File: config.mk
export PLATFORM = sky130hd
export DESIGN_NAME = id_ex_stage
export DESIGN_NICKNAME = d
export VERILOG_FILES = /design/src/rtl/id_ex_stage.sv
export SDC_FILE = /design/constraint.sdc
export NUM_CORES = 1
export LEC_CHECK = 0
export ABC_AREA = 1
export BUFFER_PORTS_ARGS = -buffer_cell sky130_fd_sc_hd__buf_2
export CAP_MARGIN = 5
export CORE_MARGIN = 2
export CORE_UTILIZATION = 28
export CTS_CLUSTER_SIZE = 25
export DETAILED_ROUTE_END_ITERATION = 10
export GPL_ROUTABILITY_DRIVEN = 0
export PLACE_DENSITY = 0.61
export RECOVER_POWER = 100
export SYNTH_ARGS = -nofsm -noshare
export SYNTH_HDL_FRONTEND = slang
export SYNTH_SLANG_ARGS = --single-unit
File: constraint.sdc
create_clock -name clk_i -period 2.8 [get_ports clk_i]
set_input_delay 0.56 -clock clk_i [delete_from_list [all_inputs] [get_ports clk_i]]
set_output_delay 0.56 -clock clk_i [all_outputs]
set_load 0.01 [all_outputs]
File: src/rtl/id_ex_stage.sv
// ID/EX pipeline register with load-use hazard detection and
// EX-stage operand forwarding from the EX/MEM and MEM/WB stages.
// Ports: clk_i/rst_ni (sync, active-low), flush_i/hold_i control,
//   id_* decoded instruction, mem_*/wb_* forwarding sources,
//   stall_o hazard request, ex_*/alu_op_o/operand_*_o EX bundle.
module id_ex_stage (
  input  logic        clk_i,
  input  logic        rst_ni,
  input  logic        flush_i,
  input  logic        hold_i,
  input  logic        id_valid_i,
  input  logic [3:0]  id_alu_op_i,
  input  logic [31:0] id_pc_i,
  input  logic [31:0] id_imm_i,
  input  logic [31:0] id_rs1_data_i,
  input  logic [31:0] id_rs2_data_i,
  input  logic [4:0]  id_rs1_addr_i,
  input  logic [4:0]  id_rs2_addr_i,
  input  logic [4:0]  id_rd_addr_i,
  input  logic        id_rd_wren_i,
  input  logic        id_mem_rden_i,
  input  logic        id_op_a_sel_i,
  input  logic        id_op_b_sel_i,
  input  logic [4:0]  mem_rd_addr_i,
  input  logic        mem_rd_wren_i,
  input  logic [31:0] mem_fwd_data_i,
  input  logic [4:0]  wb_rd_addr_i,
  input  logic        wb_rd_wren_i,
  input  logic [31:0] wb_data_i,
  output logic        stall_o,
  output logic        ex_valid_o,
  output logic [3:0]  alu_op_o,
  output logic [31:0] operand_a_o,
  output logic [31:0] operand_b_o,
  output logic [31:0] ex_store_data_o,
  output logic [4:0]  ex_rd_addr_o,
  output logic        ex_rd_wren_o,
  output logic        ex_mem_rden_o
);

  typedef struct packed {
    logic        valid;
    logic [3:0]  alu_op;
    logic [31:0] pc;
    logic [31:0] imm;
    logic [31:0] rs1_data;
    logic [31:0] rs2_data;
    logic [4:0]  rs1_addr;
    logic [4:0]  rs2_addr;
    logic [4:0]  rd_addr;
    logic        rd_wren;
    logic        mem_rden;
    logic        op_a_sel;
    logic        op_b_sel;
  } id_ex_t;

  id_ex_t ex_q, ex_d, cap;

  logic wb_hit1, wb_hit2;
  logic use1, use2;

  // Register file write in the same cycle as its read:
  // take the WB value so the capture is not stale.
  assign wb_hit1 = wb_rd_wren_i
                 && (wb_rd_addr_i != 5'd0)
                 && (wb_rd_addr_i == id_rs1_addr_i);
  assign wb_hit2 = wb_rd_wren_i
                 && (wb_rd_addr_i != 5'd0)
                 && (wb_rd_addr_i == id_rs2_addr_i);

  always_comb begin
    cap          = '0;
    cap.valid    = 1'b1;
    cap.alu_op   = id_alu_op_i;
    cap.pc       = id_pc_i;
    cap.imm      = id_imm_i;
    cap.rs1_data = wb_hit1 ? wb_data_i : id_rs1_data_i;
    cap.rs2_data = wb_hit2 ? wb_data_i : id_rs2_data_i;
    cap.rs1_addr = id_rs1_addr_i;
    cap.rs2_addr = id_rs2_addr_i;
    cap.rd_addr  = id_rd_addr_i;
    cap.rd_wren  = id_rd_wren_i;
    cap.mem_rden = id_mem_rden_i;
    cap.op_a_sel = id_op_a_sel_i;
    cap.op_b_sel = id_op_b_sel_i;
  end

  assign use1 = ex_q.rd_addr == id_rs1_addr_i;
  assign use2 = ex_q.rd_addr == id_rs2_addr_i;

  assign stall_o = ex_q.valid
                && ex_q.mem_rden
                && (ex_q.rd_addr != 5'd0)
                && id_valid_i
                && !flush_i
                && !hold_i
                && (use1 || use2);

  always_comb begin
    ex_d = ex_q;
    priority case (1'b1)
      flush_i:     ex_d = '0;
      hold_i:      ex_d = ex_q;
      stall_o:     ex_d = '0;
      !id_valid_i: ex_d = '0;
      default:     ex_d = cap;
    endcase
  end

  always_ff @(posedge clk_i) begin
    if (!rst_ni) ex_q <= '0;
    else         ex_q <= ex_d;
  end

  function automatic logic [31:0] fwd(
    input logic [4:0]  a,
    input logic [31:0] r
  );
    if (mem_rd_wren_i && (mem_rd_addr_i != 5'd0)
        && (mem_rd_addr_i == a))
      return mem_fwd_data_i;
    if (wb_rd_wren_i && (wb_rd_addr_i != 5'd0)
        && (wb_rd_addr_i == a))
      return wb_data_i;
    return r;
  endfunction

  logic [31:0] rs1_fwd, rs2_fwd;

  assign rs1_fwd = fwd(ex_q.rs1_addr, ex_q.rs1_data);
  assign rs2_fwd = fwd(ex_q.rs2_addr, ex_q.rs2_data);

  assign ex_valid_o      = ex_q.valid;
  assign alu_op_o        = ex_q.alu_op;
  assign operand_a_o     = ex_q.op_a_sel ? ex_q.pc : rs1_fwd;
  assign operand_b_o     = ex_q.op_b_sel ? ex_q.imm : rs2_fwd;
  assign ex_store_data_o = rs2_fwd;
  assign ex_rd_addr_o    = ex_q.rd_addr;
  assign ex_rd_wren_o    = ex_q.rd_wren;
  assign ex_mem_rden_o   = ex_q.mem_rden;

endmodule

Yosys cells after proc, flatten, opt, wreduce, memory -nomap -nowiden:

Cells that the tools add are included.

* input bits: 232
* flip-flop bits (word level): 152

* bitwise logic cells: 1
* eq/ne operators: 8
* muxes and demuxes: 20
* reduce and logical (&&, ||, !) cells: 21

Operator list (number)
* 32-bit 2-to-1 mux: 12
* 152-bit 2-to-1 mux: 2
* 5-bit == test: 8
* 5-bit nonzero test: 3
* 1-bit logical AND: 14
* 1-bit 2-to-1 mux: 6
* 1-bit zero test: 2
* 2-bit OR reduction: 1
* 1-bit logical OR: 1
* 1-bit inverter: 1

Logic depth before layout (Yosys ltp):

* depth in word-level cells: 8
* gate-level depth with buffers: 12

Worst setup path after synthesis:

OpenSTA, ideal clock, no wires.

* path type: input-to-output
* start point: input port wb_rd_addr_i[1]
* end point: output port operand_a_o[10]
* stages on the path: 11
* data arrival time: 1.649 ns
* path buffers: 2
* path slack: 0.591 ns
* cell sequence: buf_2 xor2_1 nor2_1 nand2_1 nor2_4 nand2_1 buf_2 nand2_1 nand3_1 nand2_1 nand2_1

* cells in the longest elaborated chain, start to end: 8
* elaborated cells on any way between the ends: 10
* classes of those cells: eq/ne (1); mux (6); reduce/logical (3)

RTL lines
* start: declaration: RTL line 27 `input logic [4:0] wb_rd_addr_i,`
* 5-bit nonzero test: RTL line 122 `if (wb_rd_wren_i && (wb_rd_addr_i != 5'd0)`
* 1-bit logical AND: RTL line 122
* 1-bit logical AND *: RTL line 123 `&& (wb_rd_addr_i == a))`
* 1-bit 2-to-1 mux (2 in a row): RTL line 122
* 32-bit 2-to-1 mux *: RTL line 125 `return r;`
* 32-bit 2-to-1 mux *: RTL line 122
* 32-bit 2-to-1 mux *: RTL line 135 `assign operand_a_o = ex_q.op_a_sel ? ex_q.pc : rs1_fwd;`
* end: declaration: RTL line 33 `output logic [31:0] operand_a_o,`

Mark *: on every way between the ends. The rest lies on a longest branch, timed or not. The select of a mux whose other input is x is not followed.

Worst setup path in the final report:

* start point: register ex_q[9] in the netlist's numbering
* end point: output port operand_b_o[27]

* cells in the longest elaborated chain, start to end: 7
* elaborated cells on any way between the ends: 11
* classes of those cells: eq/ne (2); mux (7); reduce/logical (2)

RTL lines
* start: declaration: RTL line 57 `id_ex_t ex_q, ex_d, cap;`
* start signal: assignment: RTL line 111 `if (!rst_ni) ex_q <= '0;`
* start signal: assignment: RTL line 112 `else ex_q <= ex_d;`
* 5-bit == test: RTL line 123
* 1-bit logical AND: RTL line 123
* 1-bit 2-to-1 mux (2 in a row): RTL line 122
* 32-bit 2-to-1 mux: RTL line 125
* 32-bit 2-to-1 mux *: RTL line 122
* 32-bit 2-to-1 mux *: RTL line 136 `assign operand_b_o = ex_q.op_b_sel ? ex_q.imm : rs2_fwd;`
* end: declaration: RTL line 34 `output logic [31:0] operand_b_o,`

Marks and branches as above.

==> reports/metrics.yaml <==
pwr:
  p_comb_share_pct: 17.5
  p_sw_mw: 1.75
  ir_worst_vdd_mv: 0.446
  p_int_mw: 4.15
  power_frac_seq_pct: 37.8
  switching_share_pct: 29.7
  powerDensity_nw_per_um2: 446
  cellLeakagePower_nw: 6.41
  power_frac_clock_pct: 44.7
synthesis:
  synth.avg_cell_area_um2: 6.39
  synth_edf_count: 0
  synth_area_leaders: "dfxtp_1 (29%), nand2_1 (21%), nand3_1 (15%)"
  synthCells: 1664
  synth_area_um2: 10600
  ys_ff_latch: 152
  ys_types: 27
  synth_top_area_share_pct: 28.6
  synth_ff_type: "dfxtp_1"
  seq_area_frac_synth_pct: 28.6
  synth.most_common_cell: "nand2_1"
  synth-async-reset-ratio_pct: 0
  ys_top_cells_by_count: "nand2_1 (583), nand3_1 (325), a21oi_1 (152), dfxtp_1 (152), nand3_2 (123)"
  syn_nets: 1896
  yosysWarnings: 0
  synth_top_area_cell: "dfxtp_1"
floorplan:
  die_w_um: 199
  row_count: 71
  io_pins: 341
  dieArea_um2: 39500
  start_util_pct: 28.3
  core_um2: 37500
  die_h_um: 199
finish:
  stdcell_count: 2457
  final_nets: 2161
  seqCellArea_um2: 3060
  area_delta_synth_final_pct: 24.6
  utilization_pct: 35.3
  multi_input_area_um2: 6290
  design_area_um2: 13200
  drive_gt1_share_pct: 26.3
  fillers: 4208
detailed_routing:
  drtAntennaViolNets: 0
  vias_per_cell: 5.03
  drc: 0
  wl_per_cell_um: 19.0
  dr.first_iter.drc_count: 936
  wl_mm: 46.6
  route.vias.total: 12348
  drt-pass1-iter-count: 5
place:
  hpwlAfterDp_mm: 33.4
  dp.cells: 2417
  place_area_um2: 12800
  portBuffers: 340
global_routing:
  overflow: 0
  top_usage_layer: "met2"
  grt_max_degree: 153
  grt_use_total_pct: 23.3
  grt_util_met2_pct: 38.3
  grt_pass1_wl_mm: 69.3
  grt_pass1_vias: 11847
  use_met3_pct: 5.17
  grt_use_met1_pct: 29.8
  antenna_found_initial: 8
timing:
  max_freq_mhz: 370
  finalHoldViolCount: 0
  finalSetupViolations: 0
  grt_setup_unrepaired: "true"
  timing.final.crit_share_pct: 96.6
  fin_worst_skew_ps: 11.1
  maxSlewViolCount: 0
  tightest_slew_ps: 996
  period_needed_ps: 2710
  slew_headroom_pct: 33.6
setup_path:
  r2r-end: "ex_q[104]"
  startpoint_type: "flip-flop"
  r2r_cells: 8
  rrSetupSlack_ps: 300
  crit_required_ps: 2240
  cp_max_fo: 18
  crit_arrival_ps: 2150
  reg2reg_from: "ex_rd_addr_o[0]"
  endpoint_kind: "primary output"
  path_class: "reg -> out"
status:
  status: "finished, final reports clean"
job:
  maxCapViolCount: 0
clock_tree:
  numCtsBuffers: 17
  cts_tree: "done"
  clock-sinks: 152
  insertion_delay_ps: 450
  cts_htree_levels: 4
  clockBufferDepth: 2
  clkTransAtPathRegs_ps: 70
  cts_root_buf: "clkbuf_16"
  cts_hold_buf: 0
worst_hold_path:
  hold_path.class: "in -> reg"
  hold_start: "id_pc_i[19]"
  min_path_cells: 3
  min_to: "ex_q[134]"
what timing repair did:
item	CTS	global route
gates cloned	0	1
resized for setup	1	25
pin swaps	0	4
setup buffers	0	3
setup endpoints to repair	4	84
placed cells by master (no fill, tap or decap), types with 5 or more instances in the layout:
cell         n
buf_6        5
buf_12      13
a21oi_1    152
dfxtp_2      8
buf_2      327
nor2_1      14
inv_1       82
buf_4       24
nand2_2      6
nand2_1    578
diode_2      5
dfxtp_1    143
clkbuf_1    17
xnor2_1      8
nand3_1    376
clkbuf_16   18
nand3_2     72
nor2_4       9
xor2_1      18
and2_1      33
bufinv_16    5
kinds of logic (layout without fill, tap and decap cells):
logic type | count (synthesis) | after routing | synth area share (%)
other cells | 0 | 5 | 0
flops | 152 | 152 | 28.6
xor+xnor | 26 | 26 | 2.14
buf+inv | 232 | 509 | 10.5
compound gates | 155 | 155 | 7.30
simple gates | 1099 | 1099 | 51.5
worst max-delay path by stage:
stage	cells after the start	slack (ps)	from	endpoint
after floorplan	11	590	wb_rd_addr_i[1]	operand_a_o[10]
after CTS	7	7	ex_q[9]	ex_store_data_o[10]
after global routing	11	-30	ex_q[15]	operand_a_o[13]
after global placement	10	150	wb_rd_addr_i[1]	operand_b_o[4]
after detailed placement	9	150	wb_rd_addr_i[1]	ex_store_data_o[11]
final	10	90	ex_q[9]	operand_b_o[27]
power by group through the flow:
stage | sequential (mW) | combinational, mW | clock, mW
after floorplan | 2.27 | 0.536 | 0
after global placement | 2.28 | 1.04 | 0
after detailed placement | 2.28 | 1.04 | 0
after CTS | 2.23 | 1.05 | 2.69
after global routing | 2.24 | 1.12 | 2.77
final | 2.23 | 1.03 | 2.64
sequential cells by signal, indices dropped and copies added (netlist names):
name	cells
ex_q	140
ex_mem_rden_o	1
ex_rd_wren_o	1
ex_valid_o	1
ex_rd_addr_o	5
alu_op_o	4
layout make-up:
| type | instances | share of cell area (%) |
|---|---|---|
| diodes | 5 | 0.0945 |
| clock buffers | 19 | 3.27 |
| clock inverters | 12 | 1.51 |
| inverters | 87 | 2.48 |
| multi-input cells | 1280 | 47.5 |
| flip-flops and latches | 152 | 23.1 |
| well taps | 511 | 4.83 |
| repair buffers | 391 | 17.2 |
metal layers:
| metal | share of wire, % | vias to the layer above |
|---|---|---|
| li1 | - | 5941 |
| met3 | 7.6 | 74 |
| met2 | 47 | 503 |
| met4 | 2.4 | 4 |
| met1 | 43 | 5826 |
| met5 | 0.058 | - |
per-stage QoR:
step	hold WS [ps]	power [mW]	worst slack, ps	setup TNS (ps)
3_5_place_dp	455	3.33	148	0
6_report	360	5.90	93.9	0
3_3_place_gp	449	3.32	155	0
4_1_cts	323	5.97	6.96	0
2_1_floorplan	437	2.81	591	0
5_1_grt	338	6.13	-25.5	-58.7
worst max-delay path, stage by stage (launching register included):
cell	delay (ps)
dfxtp_4	360
xnor2_1	140
nand2_1	100
nor3_4	190
buf_6	150
nand2_2	80
buf_12	170
nand3_2	80
nand3_1	180
nand2_1	100
buf_2	130
Note: power is estimated with default switching activity, not from simulation.
